<file path="src/rtl/mtp_pkg.sv">
// Shared FSM encoding and width constants for the multi-point blob tracker.
package mtp_pkg;

    typedef enum logic [1:0] {
        IDLE    = 2'd0,
        ACCUM   = 2'd1,
        COMPACT = 2'd2,
        PUBLISH = 2'd3
    } mtp_state_e;

    localparam int MTP_DEF_CW    = 16;  // default coordinate / pixel-count width
    localparam int MTP_NUM_W     = 5;   // holds 0..16 points
    localparam int MTP_MAX_SLOTS = 16;

endpackage

</file>
<file path="src/rtl/mtp_slot.sv">
// One blob slot: bounding-box registers, merge-distance match and absorb/allocate update.
module mtp_slot #(
    parameter int CW         = 16,
    parameter int MERGE_DIST = 4
) (
    input  logic          clk,
    input  logic          rst,
    input  logic          clr,
    input  logic          alloc,
    input  logic          absorb,
    input  logic [CW-1:0] pix_h,
    input  logic [CW-1:0] pix_v,
    output logic          valid,
    output logic          match,
    output logic [CW-1:0] centre_h,
    output logic [CW-1:0] centre_v,
    output logic [CW-1:0] count
);

    localparam logic [CW:0]   MD      = (CW+1)'(MERGE_DIST);
    localparam logic [CW-1:0] CNT_MAX = '1;

    logic          valid_reg;
    logic [CW-1:0] min_h_reg, max_h_reg, min_v_reg, max_v_reg, count_reg;
    logic [CW:0]   h_ext, v_ext, sum_h, sum_v;

    assign h_ext = {1'b0, pix_h};
    assign v_ext = {1'b0, pix_v};

    // Extra bit keeps the distance window from wrapping near the coordinate limits.
    assign match = valid_reg
                && (h_ext + MD >= {1'b0, min_h_reg})
                && (h_ext <= {1'b0, max_h_reg} + MD)
                && (v_ext <= {1'b0, max_v_reg} + MD);

    always_ff @(posedge clk or posedge rst) begin
        if (rst) begin
            valid_reg <= 1'b0;
            min_h_reg <= '0;
            max_h_reg <= '0;
            min_v_reg <= '0;
            max_v_reg <= '0;
            count_reg <= '0;
        end else if (clr) begin
            valid_reg <= 1'b0;
            count_reg <= '0;
        end else if (alloc) begin
            valid_reg <= 1'b1;
            min_h_reg <= pix_h;
            max_h_reg <= pix_h;
            min_v_reg <= pix_v;
            max_v_reg <= pix_v;
            count_reg <= CW'(1);
        end else if (absorb) begin
            // Raster order means rows never decrease, so min_v stays as allocated.
            if (pix_h < min_h_reg) min_h_reg <= pix_h;
            if (pix_h > max_h_reg) max_h_reg <= pix_h;
            if (pix_v > max_v_reg) max_v_reg <= pix_v;
            if (count_reg != CNT_MAX) count_reg <= count_reg + 1'b1;
        end
    end

    assign sum_h    = {1'b0, min_h_reg} + {1'b0, max_h_reg};
    assign sum_v    = {1'b0, min_v_reg} + {1'b0, max_v_reg};
    assign centre_h = sum_h[CW:1];
    assign centre_v = sum_v[CW:1];
    assign valid    = valid_reg;
    assign count    = count_reg;

endmodule

</file>
<file path="src/rtl/multi_point_tracker.sv">
// Tracks up to MAX_POINTS pixel blobs per frame and publishes their centres at frame end.
// Build option: define MTP_MIN_SIZE_FILTER_EN to drop blobs smaller than MIN_PIXELS.
module multi_point_tracker
    import mtp_pkg::*;
#(
    parameter int MAX_POINTS = 4,
    parameter int CW         = 16,
    parameter int MERGE_DIST = 4,
    parameter int MIN_PIXELS = 3
) (
    input  logic                     CLK,
    input  logic                     RST,
    input  logic                     VGA_HS,
    input  logic                     VGA_VS,
    input  logic                     BINARY_FLAG,
    input  logic [CW-1:0]            H_CNT,
    input  logic [CW-1:0]            V_CNT,
    output logic [MAX_POINTS*CW-1:0] o_POINTS_H,
    output logic [MAX_POINTS*CW-1:0] o_POINTS_V,
    output logic [MTP_NUM_W-1:0]     o_POINTS_NUM,
    output logic                     o_VALID,
    output logic                     o_OVERFLOW
);

`ifdef MTP_MIN_SIZE_FILTER_EN
    localparam bit FILTER_EN = 1'b1;
`else
    localparam bit FILTER_EN = 1'b0;
`endif
    localparam logic [CW-1:0] MIN_CNT = CW'(MIN_PIXELS);

    mtp_state_e state_reg, state_next;

    logic                  vs_reg, vs_rise, vs_fall;
    logic                  slot_clr, pix_go, any_match, no_slot;
    logic [MAX_POINTS-1:0] slot_valid, slot_match, slot_absorb, slot_alloc, slot_qual;
    logic [CW-1:0]         slot_ch  [MAX_POINTS];
    logic [CW-1:0]         slot_cv  [MAX_POINTS];
    logic [CW-1:0]         slot_cnt [MAX_POINTS];

    logic                  ovf_flag_reg;
    logic [MTP_NUM_W-1:0]  cmp_idx_reg, out_cnt_reg;
    logic [CW-1:0]         pts_h_reg [MAX_POINTS];
    logic [CW-1:0]         pts_v_reg [MAX_POINTS];
    logic                  valid_reg, ovf_out_reg;
    logic [MTP_NUM_W-1:0]  num_reg;

    logic                  sel_qual;
    logic [CW-1:0]         sel_h, sel_v;

    assign vs_rise   = VGA_VS & ~vs_reg;
    assign vs_fall   = ~VGA_VS & vs_reg;
    assign slot_clr  = (state_reg == IDLE) && vs_rise;
    assign pix_go    = (state_reg == ACCUM) && VGA_VS && VGA_HS && BINARY_FLAG;
    assign any_match = |slot_match;
    assign no_slot   = pix_go && !any_match && (&slot_valid);

    genvar gi;
    generate
        for (gi = 0; gi < MAX_POINTS; gi++) begin : g_slot
            mtp_slot #(
                .CW         (CW),
                .MERGE_DIST (MERGE_DIST)
            ) u_slot (
                .clk      (CLK),
                .rst      (RST),
                .clr      (slot_clr),
                .alloc    (slot_alloc[gi]),
                .absorb   (slot_absorb[gi]),
                .pix_h    (H_CNT),
                .pix_v    (V_CNT),
                .valid    (slot_valid[gi]),
                .match    (slot_match[gi]),
                .centre_h (slot_ch[gi]),
                .centre_v (slot_cv[gi]),
                .count    (slot_cnt[gi])
            );

            assign slot_qual[gi] = slot_valid[gi] && (!FILTER_EN || (slot_cnt[gi] >= MIN_CNT));

            assign o_POINTS_H[gi*CW +: CW] = pts_h_reg[gi];
            assign o_POINTS_V[gi*CW +: CW] = pts_v_reg[gi];
        end
    endgenerate

    // Lowest-index match absorbs; otherwise lowest-index free slot allocates.
    always_comb begin
        logic taken_match, taken_free;
        slot_absorb = '0;
        slot_alloc  = '0;
        taken_match = 1'b0;
        taken_free  = 1'b0;
        for (int k = 0; k < MAX_POINTS; k++) begin
            if (slot_match[k] && !taken_match) begin
                slot_absorb[k] = pix_go;
                taken_match    = 1'b1;
            end
            if (!slot_valid[k] && !any_match && !taken_free) begin
                slot_alloc[k] = pix_go;
                taken_free    = 1'b1;
            end
        end
    end

    always_comb begin
        sel_qual = 1'b0;
        sel_h    = '0;
        sel_v    = '0;
        for (int k = 0; k < MAX_POINTS; k++) begin
            if (cmp_idx_reg == MTP_NUM_W'(k)) begin
                sel_qual = slot_qual[k];
                sel_h    = slot_ch[k];
                sel_v    = slot_cv[k];
            end
        end
    end

    always_ff @(posedge CLK or posedge RST) begin
        if (RST) state_reg <= IDLE;
        else     state_reg <= state_next;
    end

    always_comb begin
        state_next = state_reg;
        case (state_reg)
            IDLE:    if (vs_rise) state_next = ACCUM;
            ACCUM:   if (vs_fall) state_next = COMPACT;
            COMPACT: if (cmp_idx_reg == MTP_NUM_W'(MAX_POINTS-1)) state_next = PUBLISH;
            PUBLISH: state_next = IDLE;
            default: state_next = IDLE;
        endcase
    end

    always_ff @(posedge CLK or posedge RST) begin
        if (RST) begin
            vs_reg       <= 1'b0;
            ovf_flag_reg <= 1'b0;
            cmp_idx_reg  <= '0;
            out_cnt_reg  <= '0;
            valid_reg    <= 1'b0;
            ovf_out_reg  <= 1'b0;
            num_reg      <= '0;
            for (int k = 0; k < MAX_POINTS; k++) begin
                pts_h_reg[k] <= '0;
                pts_v_reg[k] <= '0;
            end
        end else begin
            vs_reg    <= VGA_VS;
            valid_reg <= 1'b0;
            case (state_reg)
                IDLE: begin
                    if (vs_rise) ovf_flag_reg <= 1'b0;
                end
                ACCUM: begin
                    if (no_slot) ovf_flag_reg <= 1'b1;
                    cmp_idx_reg <= '0;
                    out_cnt_reg <= '0;
                end
                COMPACT: begin
                    cmp_idx_reg <= cmp_idx_reg + 1'b1;
                    if (sel_qual) out_cnt_reg <= out_cnt_reg + 1'b1;
                    // Entries at or beyond the write pointer are zeroed until a later centre lands there.
                    for (int k = 0; k < MAX_POINTS; k++) begin
                        if (sel_qual && (out_cnt_reg == MTP_NUM_W'(k))) begin
                            pts_h_reg[k] <= sel_h;
                            pts_v_reg[k] <= sel_v;
                        end else if (MTP_NUM_W'(k) >= out_cnt_reg) begin
                            pts_h_reg[k] <= '0;
                            pts_v_reg[k] <= '0;
                        end
                    end
                end
                PUBLISH: begin
                    valid_reg   <= 1'b1;
                    num_reg     <= out_cnt_reg;
                    ovf_out_reg <= ovf_flag_reg;
                end
                default: ;
            endcase
        end
    end

    assign o_VALID      = valid_reg;
    assign o_POINTS_NUM = num_reg;
    assign o_OVERFLOW   = ovf_out_reg;

endmodule

</file>
<file path="config.mk">
export PLATFORM = sky130hd
export DESIGN_NAME = multi_point_tracker
export DESIGN_NICKNAME = d
export VERILOG_FILES = /design/src/rtl/mtp_pkg.sv /design/src/rtl/mtp_slot.sv /design/src/rtl/multi_point_tracker.sv
export SDC_FILE = /design/constraint.sdc
export NUM_CORES = 2
export LEC_CHECK = 0
export CORE_MARGIN = 8
export CORE_UTILIZATION = 62
export CTS_CLUSTER_DIAMETER = 100
export DETAILED_ROUTE_END_ITERATION = 10
export PLACE_DENSITY = 0.82
export SYNTH_ARGS = -nofsm -noshare
export SYNTH_HDL_FRONTEND = slang
export SYNTH_SLANG_ARGS = --single-unit
</file>
<file path="constraint.sdc">
create_clock -name CLK -period 37 [get_ports CLK]
set_input_delay 11.1 -clock CLK [delete_from_list [all_inputs] [get_ports CLK]]
set_output_delay 11.1 -clock CLK [all_outputs]
set_load 0.05 [all_outputs]
</file>
### After elaboration in Yosys (flattened, before gate mapping)

Index checks and enable logic that the tools add are counted.

| operators by class | value |
|---|---|
| $add $sub $neg | 19 |
| $lt $le $gt $ge | 28 |
| equal/unequal tests | 14 |
| muxes and demuxes | 93 |
| bitwise logic cells | 5 |
| reductions and logical operators | 97 |

Operators with widths:

| operator | count |
|---|---|
| $mux W16 | 56 |
| $add A16 B3 Y17 const B | 9 |
| $add A16 B16 Y17 | 8 |
| $le A16 B17 Y1 | 8 |
| $gt A16 B16 Y1 | 8 |
| $ge A17 B16 Y1 | 4 |
| $lt A16 B16 Y1 | 4 |
| $reduce_bool A2 Y1 | 26 |
| $reduce_and A3 Y1 | 14 |
| $logic_and A1 B1 Y1 | 32 |
| $mux W1 | 29 |
| $eq A5 B2 Y1 const B | 4 |
| $pmux W5 S2 | 2 |
| $reduce_and A2 Y1 | 9 |
| $logic_not A1 Y1 | 11 |
| $add A5 B1 Y5 const B | 2 |
| $eq A5 B1 Y1 const B | 2 |
| $ge A1 B5 Y1 const A | 2 |
| $ge A2 B5 Y1 const A | 2 |
| $logic_not A5 Y1 | 2 |
| $ne A2 B2 Y1 const B | 5 |
| $pmux W2 S4 | 1 |
| $mux W2 | 3 |
| $mux W5 | 1 |
| 8 further kinds | 12 |

| word-level totals | value |
|---|---|
| bits in registers | 409 |
| input bits | 37 |
| output and inout port bits | 135 |

### Logic depth before layout (Yosys ltp)

| logic depth | value |
|---|---|
| word-level depth | 20 |
| depth in mapped cells | 22 |
| gate-level depth less buffers | 17 |

### Hierarchy

From an unflattened synthesis, not the netlist that was laid out.

| second synthesis, totals | value |
|---|---|
| cell total of the unflattened synthesis | 4015 |
| area total of the unflattened synthesis | 37737.4 µm² |

By module, submodules not included:

| module | times used | cells an instance | area an instance (µm²) | seq. area each (µm²) |
|---|---|---|---|---|
| mtp_slot at g_slot[3].u_slot | 1 | 851 | 7667.4 | 2026.9 |
| mtp_slot at g_slot[2].u_slot | 1 | 851 | 7661.1 | 2026.9 |
| mtp_slot at g_slot[1].u_slot | 1 | 813 | 7614.8 | 2026.9 |
| mtp_slot at g_slot[0].u_slot | 1 | 827 | 7479.7 | 2026.9 |
| multi_point_tracker | 1 | 673 | 7314.5 | 3728.6 |

### Worst setup path before layout

Ideal clock, no wire load.

| timing | value |
|---|---|
| path kind | input port to flip-flop |
| start point | input H_CNT[6] |
| end point | register g_slot[3].u_slot.max_h_reg[0] |
| setup time | 0.125 ns |
| arrival time | 15.408 ns |
| setup slack | 21.467 ns |
| cell stages on the path | 20 |
| path buffers | 4 |
| cell sequence | buf_6 > and3_4 > and3_1 > and2_1 > nand4_1 > xnor2_1 > ha_1 > nand2_1 > o21ai_1 > a2111oi_0 > a21oi_1 > a2111oi_0 > nor4b_1 > or4_1 > buf_2 > or4_4 > buf_4 > o21ai_2 > buf_4 > mux2_2 |

| between the ends | value |
|---|---|
| cells in the longest elaborated chain, start to end | 20 |
| elaborated cells between the ends (all ways) | 52 |
| classes of those cells | 1 x add/sub; 9 x order compare; 9 x mux; 33 x reduce/logical |

Ends and longest elaborated chain:

| item | RTL line | source |
|---|---|---|
| start: declaration | multi_point_tracker.sv:16 | `input logic [CW-1:0] H_CNT,` |
| $add A16 B3 Y17 | mtp_slot.sv:32 | `&& (h_ext + MD >= {1'b0, min_h_reg})` |
| $ge A17 B16 Y1 | mtp_slot.sv:32 |  |
| $logic_and A1 B1 Y1 | mtp_slot.sv:32 |  |
| $logic_and A1 B1 Y1 | mtp_slot.sv:33 | `&& (h_ext <= {1'b0, max_h_reg} + MD)` |
| $logic_and A1 B1 Y1 | mtp_slot.sv:34 | `&& (v_ext <= {1'b0, max_v_reg} + MD);` |
| $reduce_or A4 Y1 | multi_point_tracker.sv:55 | `assign any_match = \|slot_match;` |
| $logic_not A1 Y1 | multi_point_tracker.sv:98 | `if (!slot_valid[k] && !any_match && !taken_free) begin` |
| $logic_and A1 B1 Y1 | multi_point_tracker.sv:98 |  |
| [4 not listed] | - |  |
| $logic_not A1 Y1 | multi_point_tracker.sv:98 |  |
| $logic_and A1 B1 Y1 | multi_point_tracker.sv:98 |  |
| $mux W1 | multi_point_tracker.sv:98 |  |
| $logic_not A1 Y1 | multi_point_tracker.sv:98 |  |
| $logic_and A1 B1 Y1 | multi_point_tracker.sv:98 |  |
| $mux W1 | multi_point_tracker.sv:98 |  |
| $reduce_bool A2 Y1 (no source line) | - |  |
| $reduce_and A3 Y1 (no source line) | - |  |
| end signal: assignment | mtp_slot.sv:50 | `max_h_reg <= pix_h;` |
| end signal: assignment | mtp_slot.sv:57 | `if (pix_h > max_h_reg) max_h_reg <= pix_h;` |
| end: declaration | mtp_slot.sv:24 | `logic [CW-1:0] min_h_reg, max_h_reg, min_v_reg, max_v_reg, count_reg;` |

Parallel ways exist; a longest one is shown, timed or not.
A chain may end at the register's enable or synchronous reset.

### Worst setup path after layout

| timing | value |
|---|---|
| start point | input H_CNT[4] |
| end point | register g_slot[1].u_slot.max_v_reg[13] |

| between the ends | value |
|---|---|
| cells in the longest elaborated chain, start to end | 14 |
| elaborated cells between the ends (all ways) | 37 |
| classes of those cells | 1 x add/sub; 8 x order compare; 5 x mux; 23 x reduce/logical |

Ends and longest elaborated chain:

| item | RTL line | source |
|---|---|---|
| $add A16 B3 Y17 | mtp_slot.sv:32 |  |
| $ge A17 B16 Y1 | mtp_slot.sv:32 |  |
| $logic_and A1 B1 Y1 | mtp_slot.sv:32 |  |
| $logic_and A1 B1 Y1 | mtp_slot.sv:33 |  |
| $logic_and A1 B1 Y1 | mtp_slot.sv:34 |  |
| $reduce_or A4 Y1 | multi_point_tracker.sv:55 |  |
| $logic_not A1 Y1 | multi_point_tracker.sv:98 |  |
| $logic_and A1 B1 Y1 | multi_point_tracker.sv:98 |  |
| $mux W1 | multi_point_tracker.sv:98 |  |
| $logic_not A1 Y1 | multi_point_tracker.sv:98 |  |
| $logic_and A1 B1 Y1 | multi_point_tracker.sv:98 |  |
| $mux W1 | multi_point_tracker.sv:98 |  |
| $reduce_bool A2 Y1 (no source line) | - |  |
| $reduce_and A3 Y1 (no source line) | - |  |
| end signal: assignment | mtp_slot.sv:52 | `max_v_reg <= pix_v;` |
| end signal: assignment | mtp_slot.sv:58 | `if (pix_v > max_v_reg) max_v_reg <= pix_v;` |
| end: declaration | mtp_slot.sv:24 |  |

Parallel ways exist; a longest one is shown, timed or not.

==> reports/results.txt <==
number of instances in the synthesized netlist -> 3257
Final #Nets -> 3977
fraction of power consumed by combinational cells -> 51.8%
half-perimeter wire length of the detailed placement result -> 74.3 mm
DP Worst Slack -> 19.90 ns
Total Wirelength -> 99.1 mm
starting utilization of the core area -> 62.4%
number of remaining DRC errors -> 0
commonest non-fill, non-tap cell in the layout -> ha_1
post-layout utilization of the core -> 70.4%
First DRT Iteration DRCs -> 2015
static leakage -> 16.6 nW
Reg2Reg Depth -> 18
Peak supply drop -> 0.0000390 V
summed area of non-filler cells in the final layout -> 35900 um2
post-cts gate resize count -> 0
total of endpoints with negative setup slack in the final report -> 0
core area -> 51000 um2
switching portion of total power -> 46.3%
chip width -> 242 um
Buffers & Inverters on Critical Path -> 4
share of cells above drive strength 1 -> 11.9%
number of buffers created by CTS -> 44
area occupied by multi-input gates -> 20300 um2
CP peak stage delay -> 0.66 ns
Clk Tree Root Cell -> clkbuf_16
count of cell types in the netlist -> 89
area occupied by registers -> 10200 um2
# clock sinks -> 409
arrival time at the worst endpoint -> 17.07 ns
grt total ovfl -> 0
overall fraction of global-route tracks in use -> 32.8%
height of the chip -> 242 um
antenna violations before repair -> 1
number of nets still failing antenna checks after routing -> 0
maximum number of pins on one net before global-route repair -> 144
part of the power in the clock network -> 20.5%
clock tree from TritonCTS -> built
max-capacitance violation count -> 0
detail-routed net length per standard cell -> 23.9 um
kind of critical path -> in -> reg
critical path capture point type -> flop
TritonRoute pass-1 iters -> 6
unrepaired setup endpoints after global routing -> false
Clk Latency, worst-skew pair -> 0.61 ns
cells along the critical path -> clkdlybuf4s50_1, buf_4, and3_4, and3_1, and2_1, nand3_1, xnor2_1, ha_1, nand3_1, o22ai_1, o21ai_0, or4b_1, o32ai_1, a211oi_1, or4_1, or4b_1, buf_4, o31ai_2, buf_6, mux2_2
first-pass GRT wire length -> 156 mm
FF+latch count, synth -> 409
via count of the first global-routing pass -> 27900
Cell Count, Final, Fillers Out -> 4148
net count after synthesis -> 3802
internal power component -> 1.24 mW
slowest CP cell -> or4_1
startpoint types -> primary input
share of the clock period used by the worst path after layout -> 44.9%
status -> complete, no violations
Placement Rows -> 83
ports placed on the boundary -> 172
maximum count of clock buffers along a single path -> 3
number of cells on the critical path -> 20
die area -> 58800 um2
mean instance size in the synthesized netlist -> 9.76 um2
netlist area before placement -> 31800 um2
Via density -> 6.58
cell family with the largest share of critical-path delay -> simple AND/OR/NAND/NOR gates
worst relative slew slack -> 29.0%
areal power density over the cells -> 64.2 nW/um2
upper clock frequency limit -> 60.2 MHz
Placed Cells -> 4065
CTS clk-pin slew, worst paths -> 0.06 ns
Critical Path Fanout Max -> 24
Total Negative Setup Slacks -> 0 ns
Yosys warning total -> 0
Final Hold Viols -> 0
post-CTS setup buffer count -> 0
transition time at the pin with the least slew margin -> 1.05 ns
area added between synthesis and finish -> 12.8%
number of vias in the routed layout -> 27300
register area share after synthesis -> 32.2%
hold bufs inserted after CTS -> 0
fraction of synthesis flops using an asynchronous set or reset pin -> 100%
Final Critical Period -> 16.62 ns
highest-count cells in the layout ignoring fill and taps -> 500 x ha_1, 409 x dfrtp_1, 246 x mux2_2
buffers added on ports -> 171
worst hold path cell count -> 2
maximum clock skew at final layout -> 0.0469 ns
class of the tightest hold or removal check -> reg -> reg
EDFF count, synth -> 0
Layout fillers -> 3798
final weighted congestion in routability-driven placement -> 0.996
top flip-flop cell by instance count after synthesis -> dfrtp_1
CTS HTree Levels -> 2
Data required, critical path -> 37.45 ns
part of the total power dissipated in sequential elements -> 27.7%
final slew viol count -> 0
Sw Pwr -> 1.07 mW
cell area reported after detailed placement -> 34300 um2
final worst slack -> 20.38 ns
-- synthesized netlist by cell type (10+ instances only) --
cell	n	share of area (%)
o31ai_1	16	0.38
mux2_2	246	8.7
o211ai_1	13	0.31
a21boi_0	15	0.35
inv_1	229	2.7
a22o_1	45	1.2
ha_1	500	20
a2111oi_0	14	0.39
a21oi_1	209	3.3
dfrtp_1	409	32
nand4_1	73	1.4
xor2_1	51	1.4
nor3_1	41	0.65
o21bai_1	16	0.38
o22ai_1	12	0.24
a21o_1	76	1.8
nor4_1	10	0.20
o221ai_1	14	0.39
or3_1	10	0.20
a31oi_1	21	0.41
nand3_1	90	1.4
o21ai_0	204	3.2
and3_1	27	0.53
nor2_1	120	1.4
clkbuf_1	63	0.74
nor2b_1	42	0.83
a221oi_1	15	0.41
xnor2_1	163	4.5
nand2_1	206	2.4
and4_1	10	0.28
and2_1	21	0.41
a211oi_1	40	0.94
mux2i_1	12	0.38
o21a_1	34	0.80
nand2b_1	38	0.75
-- worst min-delay path: cells and delay by family (launching register included) --
kind             cells  cell delay, ns
AO/OA/AOI/OAI        1            0.06
AND/OR/NAND/NOR      1            0.05
flip-flops           1            0.34
-- power by group through the flow --
stage | clock network [mW] | logic (mW) | registers [mW]
finish | 0.472 | 1.19 | 0.638
global route | 0.493 | 1.28 | 0.646
global placement | 0 | 1.12 | 0.635
detailed placement | 0 | 1.16 | 0.640
CTS | 0.473 | 1.17 | 0.633
floorplan | 0 | 0.715 | 0.660
-- kinds of logic after synthesis --
family | count (synthesis) | synth area share, %
simple gates | 726 | 11.6
fa+ha+maj | 508 | 20.2
compound gates | 816 | 16.6
xor+xnor | 214 | 5.89
buf+inv | 317 | 4.03
flops | 409 | 32.2
mux | 267 | 9.51
-- path summary, 6_finish.rpt --
kind	from	to	slack, ns
setup / recovery	H_CNT[4]	g_slot[1].u_slot.max_v_reg[13]$_DFFE_PP0P_	20.38
hold / removal	o_POINTS_H[17]$_DFFE_PP0P_	o_POINTS_H[17]$_DFFE_PP0P_	0.49
setup reg to reg	g_slot[1].u_slot.max_h_reg[4]$_DFFE_PP0P_	g_slot[1].u_slot.max_v_reg[13]$_DFFE_PP0P_	31.32
hold reg to reg	o_POINTS_H[17]$_DFFE_PP0P_	o_POINTS_H[17]$_DFFE_PP0P_	0.49
max in group asynchronous	RST	g_slot[0].u_slot.min_h_reg[1]$_DFFE_PP0P_	24.38
min in group asynchronous	RST	o_POINTS_H[59]$_DFFE_PP0P_	11.10
-- cell type report --
type / instances / area share, %
clock buffer: 56 / 3.36
clock inverter: 25 / 0.969
sequential: 409 / 28.5
inverter: 230 / 2.43
tap: 680 / 2.37
multi-input combinational: 2531 / 56.6
timing repair buffer: 216 / 5.76
antenna: 1 / 0.00697
-- per-stage QoR --
step                hold WS [ns]  total power [mW]
finish                     0.486              2.30
global route               0.505              2.42
CTS                        0.487              2.28
detailed placement         0.473              1.80
global placement           0.462              1.75
floorplan                  0.464              1.37
-- routing by layer --
metal | part of all wire [%] | global-route usage, % | vias up
li1 | - | - | 12300
met1 | 40 | 41.2 | 13500
met2 | 47 | 54.6 | 1159
met3 | 7.0 | 5.02 | 301
met4 | 5.4 | 16.6 | 0
met5 | 0 | 0 | -
Power figures use the tool's default switching activity.
